File: src/rtl/bcd_stopwatch_if.sv
// Button inputs and display/status outputs of the BCD stopwatch.
// The stopwatch is the slave; whatever drives the buttons is the master.
interface bcd_stopwatch_if #(
  parameter int DIGITS = 4
);
  logic                  btn_start;
  logic                  btn_lap;
  logic                  btn_clear;
  logic [4*DIGITS-1:0]   count;
  logic [4*DIGITS-1:0]   disp;
  logic [1:0]            state;
  logic                  tick;
  logic                  overflow;

  modport master (
    output btn_start, btn_lap, btn_clear,
    input  count, disp, state, tick, overflow
  );

  modport slave (
    input  btn_start, btn_lap, btn_clear,
    output count, disp, state, tick, overflow
  );
endinterface

File: src/rtl/bcd_stopwatch.sv
// Multi-digit BCD stopwatch: button synchronisers/edge detectors, tick
// prescaler, cascaded BCD counter with lap freeze, and a 4-state control FSM.
module bcd_stopwatch #(
  parameter int DIGITS  = 4,
  parameter int CLK_DIV = 100,
  parameter int WRAP    = 1
) (
  input  logic             clk,
  input  logic             nrst,
  bcd_stopwatch_if.slave   sw
);
  typedef enum logic [1:0] {
    IDLE    = 2'b00,
    RUNNING = 2'b01,
    STOPPED = 2'b10,
    LAP     = 2'b11
  } state_t;

  localparam int PW = $clog2(CLK_DIV);
  localparam int CW = 4 * DIGITS;

  // Button vectors are ordered {clear, lap, start}.
  logic [2:0] btn_raw;
  logic [2:0] sync1_q, sync2_q, prev_q;
  logic [2:0] ev;
  logic       ev_start, ev_lap, ev_clear;

  state_t          state_q;
  logic [PW-1:0]   presc_q;
  logic [CW-1:0]   count_q;
  logic [CW-1:0]   lap_q;
  logic            ovf_q;

  logic            running;
  logic            tick;
  logic            do_clear;
  logic            lap_go;
  logic            all_nine;
  logic [CW-1:0]   count_inc;

  assign btn_raw  = {sw.btn_clear, sw.btn_lap, sw.btn_start};
  assign ev       = sync2_q & ~prev_q;
  assign ev_start = ev[0];
  assign ev_lap   = ev[1];
  assign ev_clear = ev[2];

  always_ff @(posedge clk or negedge nrst) begin
    if (!nrst) begin
      sync1_q <= '0;
      sync2_q <= '0;
      prev_q  <= '0;
    end else begin
      sync1_q <= btn_raw;
      sync2_q <= sync1_q;
      prev_q  <= sync2_q;
    end
  end

  assign running  = (state_q == RUNNING) || (state_q == LAP);
  assign tick     = running && (presc_q == PW'(CLK_DIV - 1));
  assign do_clear = (state_q == STOPPED) && ev_clear;
  // Lap capture only when lap is the winning event out of RUNNING.
  assign lap_go   = (state_q == RUNNING) && !ev_start && ev_lap;

  // Ripple-carry BCD increment; all_nine ends up as the carry out of the top digit.
  always_comb begin
    count_inc = count_q;
    all_nine  = 1'b1;
    for (int i = 0; i < DIGITS; i++) begin
      if (all_nine) begin
        count_inc[4*i +: 4] = (count_q[4*i +: 4] == 4'd9) ? 4'd0 : count_q[4*i +: 4] + 4'd1;
      end
      all_nine = all_nine && (count_q[4*i +: 4] == 4'd9);
    end
  end

  always_ff @(posedge clk or negedge nrst) begin
    if (!nrst) begin
      state_q <= IDLE;
    end else begin
      case (state_q)
        IDLE:    if (ev_start) state_q <= RUNNING;
        RUNNING: if (ev_start) state_q <= STOPPED;
                 else if (ev_lap) state_q <= LAP;
        LAP:     if (ev_start) state_q <= STOPPED;
                 else if (ev_lap) state_q <= RUNNING;
        STOPPED: if (ev_clear) state_q <= IDLE;
                 else if (ev_start) state_q <= RUNNING;
        default: state_q <= IDLE;
      endcase
    end
  end

  always_ff @(posedge clk or negedge nrst) begin
    if (!nrst) begin
      presc_q <= '0;
      count_q <= '0;
      lap_q   <= '0;
      ovf_q   <= 1'b0;
    end else if (do_clear) begin
      presc_q <= '0;
      count_q <= '0;
      lap_q   <= '0;
      ovf_q   <= 1'b0;
    end else begin
      // Prescaler holds outside RUNNING/LAP so a resumed sub-tick fraction survives.
      if (running) presc_q <= tick ? '0 : presc_q + PW'(1);
      if (lap_go)  lap_q   <= count_q;
      if (tick) begin
        if (all_nine) ovf_q <= 1'b1;
        if (!all_nine || (WRAP != 0)) count_q <= count_inc;
      end
    end
  end

  assign sw.count    = count_q;
  assign sw.disp     = (state_q == LAP) ? lap_q : count_q;
  assign sw.state    = state_q;
  assign sw.tick     = tick;
  assign sw.overflow = ovf_q;
endmodule

File: src/flat_wrapper.sv
// flat-port wrapper written by rule: the top's interface ports become plain ports
module bcd_stopwatch_flat 
#(
  parameter int DIGITS  = 4,
  parameter int CLK_DIV = 100,
  parameter int WRAP    = 1
)
  (clk, nrst, sw_btn_start, sw_btn_lap, sw_btn_clear, sw_count, sw_disp, sw_state, sw_tick, sw_overflow);
  bcd_stopwatch_if #(.DIGITS(DIGITS)) sw_i ();
  input  logic clk;
  input  logic nrst;
  input wire logic [$bits(sw_i.btn_start)-1:0] sw_btn_start;
  input wire logic [$bits(sw_i.btn_lap)-1:0] sw_btn_lap;
  input wire logic [$bits(sw_i.btn_clear)-1:0] sw_btn_clear;
  output wire logic [$bits(sw_i.count)-1:0] sw_count;
  output wire logic [$bits(sw_i.disp)-1:0] sw_disp;
  output wire logic [$bits(sw_i.state)-1:0] sw_state;
  output wire logic [$bits(sw_i.tick)-1:0] sw_tick;
  output wire logic [$bits(sw_i.overflow)-1:0] sw_overflow;
  assign sw_i.btn_start = sw_btn_start;
  assign sw_i.btn_lap = sw_btn_lap;
  assign sw_i.btn_clear = sw_btn_clear;
  assign sw_count = sw_i.count;
  assign sw_disp = sw_i.disp;
  assign sw_state = sw_i.state;
  assign sw_tick = sw_i.tick;
  assign sw_overflow = sw_i.overflow;
  bcd_stopwatch #(.DIGITS(DIGITS), .CLK_DIV(CLK_DIV), .WRAP(WRAP)) u_core (.clk(clk), .nrst(nrst), .sw(sw_i));
endmodule
File: config.mk
export PLATFORM = sky130hd
export DESIGN_NAME = bcd_stopwatch_flat
export DESIGN_NICKNAME = d
export VERILOG_FILES = /design/src/rtl/bcd_stopwatch_if.sv /design/src/rtl/bcd_stopwatch.sv /design/src/flat_wrapper.sv
export SDC_FILE = /design/constraint.sdc
export NUM_CORES = 1
export LEC_CHECK = 0
export BUFFER_PORTS_ARGS = -buffer_cell sky130_fd_sc_hd__buf_4
export CAP_MARGIN = 20
export CORE_ASPECT_RATIO = 2
export CORE_MARGIN = 5
export CORE_UTILIZATION = 55
export DETAILED_ROUTE_END_ITERATION = 12
export GPL_ROUTABILITY_DRIVEN = 0
export PLACE_DENSITY = 0.78
export SYNTH_ARGS = -nofsm -noshare
export SYNTH_HDL_FRONTEND = slang
export SYNTH_SLANG_ARGS = --single-unit
File: constraint.sdc
create_clock -name clk -period 2.33 [get_ports clk]
set_input_delay 0.233 -clock clk [delete_from_list [all_inputs] [get_ports clk]]
set_output_delay 0.233 -clock clk [all_outputs]
set_load 0.005 [all_outputs]
Word-level counts from Yosys, hierarchy flattened:

Cells that the tools add are included.

* register bits: 51
* input bits: 5
* output and inout bits: 36
* logic and storage cells: 75

* add/sub/neg operators: 5
* equal/unequal tests: 10
* mux-type cells: 25
* bitwise logic cells: 2
* reduce and logical (&&, ||, !) cells: 22

Operator list (count)
* two-way mux 16 bit: 5
* two-way mux 4 bit: 7
* two-way mux 7 bit: 3
* adder 4 x 1 -> 4 bit, second input constant: 4
* == test 4 bit, second input constant: 4
* nonzero test 2 bit: 7
* two-way mux 2 bit: 6
* AND reduction 2 bit: 5
* one-hot mux 2 bit (4 select lines): 1
* adder 7 x 1 -> 7 bit, second input constant: 1
* == test 7 bit, second input constant: 1
* logical AND 1 bit: 7
* != test 3 x 1 -> 1 bit, second input constant: 2
* == test 2 bit, second input constant: 2
* bitwise AND 3 bit: 1
* two-way mux 1 bit: 3
* NOT 3 bit: 1
* == test 2 x 1 -> 1 bit, second input constant: 1
* logical NOT 2 bit: 1
* logical NOT 1 bit: 1
* logical OR 1 bit: 1

Longest topological paths before layout:

* depth in word-level cells: 7
* gate-level depth with buffers: 7
* depth with buffers taken out: 6

Worst setup path after synthesis:

No wires, ideal clock.

* path kind: reg2reg
* start: register u_core.count_q[1] (netlist: u_core.sw.count[1])
* end: register u_core.count_q[12] (netlist: u_core.sw.count[12])
* library setup time: 0.077 ns
* arrival time: 1.718 ns
* path slack: 0.534 ns
* stages on the path, launching flop included: 8
* path buffers: 1
* clock period less this slack: 1.796 ns
* cell sequence: dfrtp_1 -> inv_1 -> ha_1 -> and3b_1 -> clkbuf_2 -> nand4_1 -> or4_1 -> a21oi_1

* longest elaborated chain between the ends: 5

RTL lines
* from (decl): RTL line bcd_stopwatch.sv:30 `logic [CW-1:0] count_q;`
* from (signal assigned): RTL line bcd_stopwatch.sv:111 `if (!all_nine || (WRAP != 0)) count_q <= count_inc;`
* == test 4 bit: RTL line bcd_stopwatch.sv:73 `all_nine = all_nine && (count_q[4*i +: 4] == 4'd9);`
* logical AND 1 bit (2 in series): RTL line bcd_stopwatch.sv:73
* nonzero test 2 bit (no line)
* AND reduction 2 bit (no line)

Every way passes these cells.
A chain may end at the register's enable or synchronous reset.

Final worst setup path:

* start: register u_core.count_q[0] (netlist: u_core.sw.count[0])
* end: register u_core.count_q[13] (netlist: u_core.sw.count[13])

Same word-level chain as after synthesis.

==> impl_results.html <==
<table>
<tr><th>Metric</th><th>Value</th></tr>
<tr><th colspan="2">Status</th></tr>
<tr><td>Outcome</td><td>finished, final reports clean</td></tr>
<tr><th colspan="2">Synthesis</th></tr>
<tr><td>Post-Syn Nets</td><td>238</td></tr>
<tr><td>Cell types with the largest area share after synthesis</td><td>sky130_fd_sc_hd__dfrtp_1 51%, sky130_fd_sc_hd__mux2_2 7.2%, sky130_fd_sc_hd__a22o_1 5.6%, sky130_fd_sc_hd__ha_1 4.5%, sky130_fd_sc_hd__nand2_1 2.5%</td></tr>
<tr><td>Dominant combinational cell family by area after synthesis</td><td>simple AND/OR/NAND/NOR gates</td></tr>
<tr><td>Cells after Synth</td><td>between 200 and 250</td></tr>
<tr><td>EDFF count, synth</td><td>0</td></tr>
<tr><td>Count leader, synth</td><td>sky130_fd_sc_hd__dfrtp_1</td></tr>
<tr><td>Post-synth top area cell</td><td>sky130_fd_sc_hd__dfrtp_1</td></tr>
<tr><td>Proportion of synthesized chip area in sequential cells</td><td>0.508</td></tr>
<tr><td>Yosys cell types</td><td>40</td></tr>
<tr><td>Synth Area in Compound Gates</td><td>0.138</td></tr>
<tr><td>Adder-cell share of the synthesized area</td><td>0.0449</td></tr>
<tr><td>Synthesized area</td><td>0.00251 sq mm</td></tr>
<tr><td>Fraction of synthesis flops using an asynchronous set or reset pin</td><td>1.00</td></tr>
<tr><td>Number of warnings issued by yosys</td><td>0</td></tr>
<tr><td>Simple-gate share of the synthesized area</td><td>0.175</td></tr>
<tr><td>Leading register cell type out of synthesis</td><td>sky130_fd_sc_hd__dfrtp_1</td></tr>
<tr><td>Portion of netlist area occupied by mux cells</td><td>0.0798</td></tr>
<tr><td>Most frequent cells after synthesis</td><td>51 x sky130_fd_sc_hd__dfrtp_1, 17 x sky130_fd_sc_hd__nand2_1, 16 x sky130_fd_sc_hd__a22o_1, 16 x sky130_fd_sc_hd__mux2_2, 13 x sky130_fd_sc_hd__nor2_1</td></tr>
<tr><td>Top cell type's share of synthesized area</td><td>0.508</td></tr>
<tr><td>Xor and xnor fraction of the mapped netlist area</td><td>0.0209</td></tr>
<tr><td>Avg Inst Size Synth</td><td>about 11 sq um</td></tr>
<tr><td>Number of synthesized register bits</td><td>51</td></tr>
<tr><th colspan="2">Worst setup path</th></tr>
<tr><td>Stages on worst setup path</td><td>5</td></tr>
<tr><td>Critical-path top delay cell</td><td>sky130_fd_sc_hd__or4_1</td></tr>
<tr><td>Worst reg-to-reg path cell count</td><td>5</td></tr>
<tr><td>Worst setup path startpoint</td><td>u_core.sw.count[0]</td></tr>
<tr><td>Critical R2R Capture</td><td>u_core.sw.count[13]</td></tr>
<tr><td>Critical path capture point type</td><td>register</td></tr>
<tr><td>Crit-path max cell delay</td><td>0.56 ns</td></tr>
<tr><td>Critical Path Fanout Max</td><td>9</td></tr>
<tr><td>Startpoint kind of the worst setup timing path</td><td>register</td></tr>
<tr><td>Top cell family by delay on the critical path</td><td>simple AND/OR/NAND/NOR gates</td></tr>
<tr><td>Required time reported for the critical path endpoint</td><td>2.57 ns</td></tr>
<tr><td>Bufs and invs on worst path</td><td>0</td></tr>
<tr><td>Startpoint of the worst register-to-register path</td><td>u_core.sw.count[0]</td></tr>
<tr><td>Crit path DAT</td><td>~2.3 ns</td></tr>
<tr><td>Critical path destination</td><td>u_core.sw.count[13]</td></tr>
<tr><td>Setup slack of the most critical reg-to-reg path</td><td>~0.23 ns</td></tr>
<tr><td>Sequence of cells on the critical path</td><td>ha_1, and3b_1, nand4_1, or4_1, a21oi_1</td></tr>
<tr><td>Type of the worst setup path</td><td>register to register</td></tr>
<tr><th colspan="2">Die</th></tr>
<tr><td>Row Count</td><td>34</td></tr>
<tr><td>Overall die width</td><td>57.8 microns</td></tr>
<tr><td>Top-level port count</td><td>between 40 and 50</td></tr>
<tr><td>Total core area</td><td>0.00438 sq mm</td></tr>
<tr><td>Die span in y</td><td>106 microns</td></tr>
<tr><td>DIE AREA</td><td>0.00610 sq mm</td></tr>
<tr><td>Starting density of the core</td><td>0.573</td></tr>
<tr><th colspan="2">Detailed routing</th></tr>
<tr><td>Number of design rule violations left after detail routing</td><td>0</td></tr>
<tr><td>Routed wire length</td><td>5420 microns</td></tr>
<tr><td>Detailed-route via count</td><td>1933</td></tr>
<tr><td>Number of optimization iterations in the first detailed-route pass</td><td>4</td></tr>
<tr><td>Iteration-0 DRC count of the detailed router</td><td>45</td></tr>
<tr><td>Post-detailed-route via-to-cell ratio</td><td>6.00</td></tr>
<tr><td>Final ANT Viol Nets</td><td>0</td></tr>
<tr><td>Average detailed-routed wire length per instance</td><td>16.8 microns</td></tr>
<tr><th colspan="2">Timing</th></tr>
<tr><td>Period utilization</td><td>0.900</td></tr>
<tr><td>Slew margin rel.</td><td>0.583</td></tr>
<tr><td>Final count of negative-setup-slack endpoints</td><td>0</td></tr>
<tr><td>Final number of hold-violating endpoints</td><td>0</td></tr>
<tr><td>Setup repair after global routing missed its margin</td><td>no</td></tr>
<tr><td>Number of slew-limit violations in the final report</td><td>0</td></tr>
<tr><td>Setup TNS</td><td>0 ns</td></tr>
<tr><td>Fmax</td><td>477 MHz</td></tr>
<tr><td>Final worst path period need</td><td>2.10 ns</td></tr>
<tr><td>Worst-margin pin slew</td><td>0.626 ns</td></tr>
<tr><td>Clock skew</td><td>0.00643 ns</td></tr>
<tr><th colspan="2">Power and ir drop</th></tr>
<tr><td>Relative contribution of sequential cells to total power</td><td>0.514</td></tr>
<tr><td>Power share of the clock group</td><td>0.305</td></tr>
<tr><td>Pleak</td><td>1.48 nW</td></tr>
<tr><td>Power per Cell Area</td><td>691 mW/mm^2</td></tr>
<tr><td>Worst supply voltage drop on vdd</td><td>0.000846 V</td></tr>
<tr><td>Total internal power</td><td>0.00145 W</td></tr>
<tr><td>Net load switching power</td><td>between 0.0006 and 0.0007 W</td></tr>
<tr><td>Sw Ratio</td><td>0.301</td></tr>
<tr><td>Comb power frac</td><td>0.181</td></tr>
<tr><th colspan="2">Clocking</th></tr>
<tr><td>Count of clock tree sinks</td><td>51</td></tr>
<tr><td>H-tree depth</td><td>2</td></tr>
<tr><td>Post-CTS sizing</td><td>0</td></tr>
<tr><td>Number of buffers inserted during clock tree synthesis</td><td>5</td></tr>
<tr><td>Clock network latency to the later pin of the worst-skew pair</td><td>0.31 ns</td></tr>
<tr><td>Worst-case clock buffer depth</td><td>2</td></tr>
<tr><td>Clock-pin slew on the worst setup and hold paths</td><td>around 0.1 ns</td></tr>
<tr><td>Clk root buf</td><td>sky130_fd_sc_hd__clkbuf_8</td></tr>
<tr><td>Clock tree from TritonCTS</td><td>done</td></tr>
<tr><th colspan="2">GRT</th></tr>
<tr><td>GRT Residual Overflow</td><td>0</td></tr>
<tr><td>Number of global-route vias before repair</td><td>1887</td></tr>
<tr><td>Largest net degree at the start of global routing</td><td>52</td></tr>
<tr><td>Number of antenna violations at the first check in global routing</td><td>0</td></tr>
<tr><td>Total global routing track utilization</td><td>0.194</td></tr>
<tr><td>First-pass GRT wire length</td><td>9300 microns</td></tr>
<tr><th colspan="2">Cells and area</th></tr>
<tr><td>Fraction of layout instances using a drive strength above 1</td><td>0.276</td></tr>
<tr><td>Syn-to-layout area delta</td><td>19.2%</td></tr>
<tr><td>Final net count</td><td>281</td></tr>
<tr><td>End-of-flow core utilization</td><td>0.683</td></tr>
<tr><td>Total inserted antenna cells</td><td>0</td></tr>
<tr><th colspan="2">Run</th></tr>
<tr><td>Number of max-cap violations</td><td>0</td></tr>
<tr><th colspan="2">Hold path</th></tr>
<tr><td>Tightest Hold Check Type</td><td>primary input to register</td></tr>
<tr><th colspan="2">Place</th></tr>
<tr><td>Detailed Place HPWL</td><td>3850 microns</td></tr>
<tr><td>Buffers on Ports</td><td>40</td></tr>
</table>
==> repair_timing <==
item | CTS | global route
hold buffers | 1 | 0
endpoints found under the hold margin | 51 | 0
setup endpoints to repair | 0 | 0
setup buffers | 0 | 0
==> how the worst min path moves through the flow <==
stage	startpoint	endpoint	cells after the start
3_5_place_dp	nrst	u_core.lap_q[7]	1
2_1_floorplan	nrst	u_core.lap_q[0]	0
5_1_grt	sw_btn_clear	u_core.sync1_q[2]	1
4_1_cts	sw_btn_lap	u_core.sync1_q[1]	1
6_report	sw_btn_start	u_core.sync1_q[0]	1
3_3_place_gp	nrst	u_core.lap_q[7]	1
==> layout make-up <==
cell class | count | area (sq um)
Inverter | 8 | 30.0
Sequential cell | 51 | 1280
Clock inverter | 3 | 46.3
Tap cell | 54 | 67.6
Timing Repair Buffer | 46 | 352
Multi-Input combinational cell | 155 | 1150
Fill cell | 337 | 1390
Clock buffer | 5 | 68.8
==> cell usage in the layout (no fill, tap or decap), drive strengths merged, types with 2 or more instances in the layout <==
master and n:
a21oi 12, a22o 16, a311oi 2, a31oi 2, a41oi 2, and3 3
and3b 3, buf 45, clkbuf 5, dfrtp 51, ha 9, inv 9
mux2 16, mux2i 2, nand2 17, nand2b 2, nand3 6, nand3b 2
nand4 2, nor2 13, nor2b 3, nor3b 2, nor4 2, o2111ai 5
o21ai 9, or3 7, or4 5, xor2 5
==> stage by stage <==
stage | power [W] | hold slack, ns | setup slack (ns) | instances | area [sq um]
5_1_grt | 0.00218 | 0.00517 | 0.0961 | 322 | 2990
6_report | 0.00207 | 0.0234 | 0.233 | 322 | 2990
2_1_floorplan | 0.00132 | -0.0626 | 0.534 | 224 | 2510
4_1_cts | 0.00208 | 0.0110 | 0.216 | 321 | 2980
3_3_place_gp | 0.00143 | 0.289 | 0.310 | 312 | 2860
3_5_place_dp | 0.00144 | 0.299 | 0.260 | 312 | 2860
==> registers in the layout (all words and copies together), names as in the netlist <==
signal              cells
u_core.lap_q           16
u_core.presc_q          7
u_core.prev_q           3
u_core.sw.count        16
u_core.sw.overflow      1
u_core.sw.state         2
u_core.sync1_q          3
u_core.sync2_q          3
==> metal layers <==
metal	global-route usage	part of all wire	routed length (microns)	vias up
li1	-	-	-	910
met1	0.241	0.39	2130	966
met2	0.325	0.55	2970	45
met3	0.0330	0.035	188	12
met4	0.0813	0.026	142	0
met5	0	0	0	-
==> cells by family after synthesis <==
| logic type | after synthesis |
|---|---|
| compound gates | 49 |
| fa+ha+maj | 9 |
| buf+inv | 18 |
| mux | 18 |
| simple gates | 73 |
| flops | 51 |
| xor+xnor | 6 |
==> power by group through the flow <==
stage | combinational, W | sequential [W] | clock, W
finish | 0.000375 | 0.00106 | 0.000631
global route | 0.000417 | 0.00107 | 0.000687
CTS | 0.000372 | 0.00106 | 0.000645
detailed placement | 0.000367 | 0.00108 | 0
global placement | 0.000359 | 0.00107 | 0
floorplan | 0.000301 | 0.00102 | 0
(Power assumes the default switching activity.)
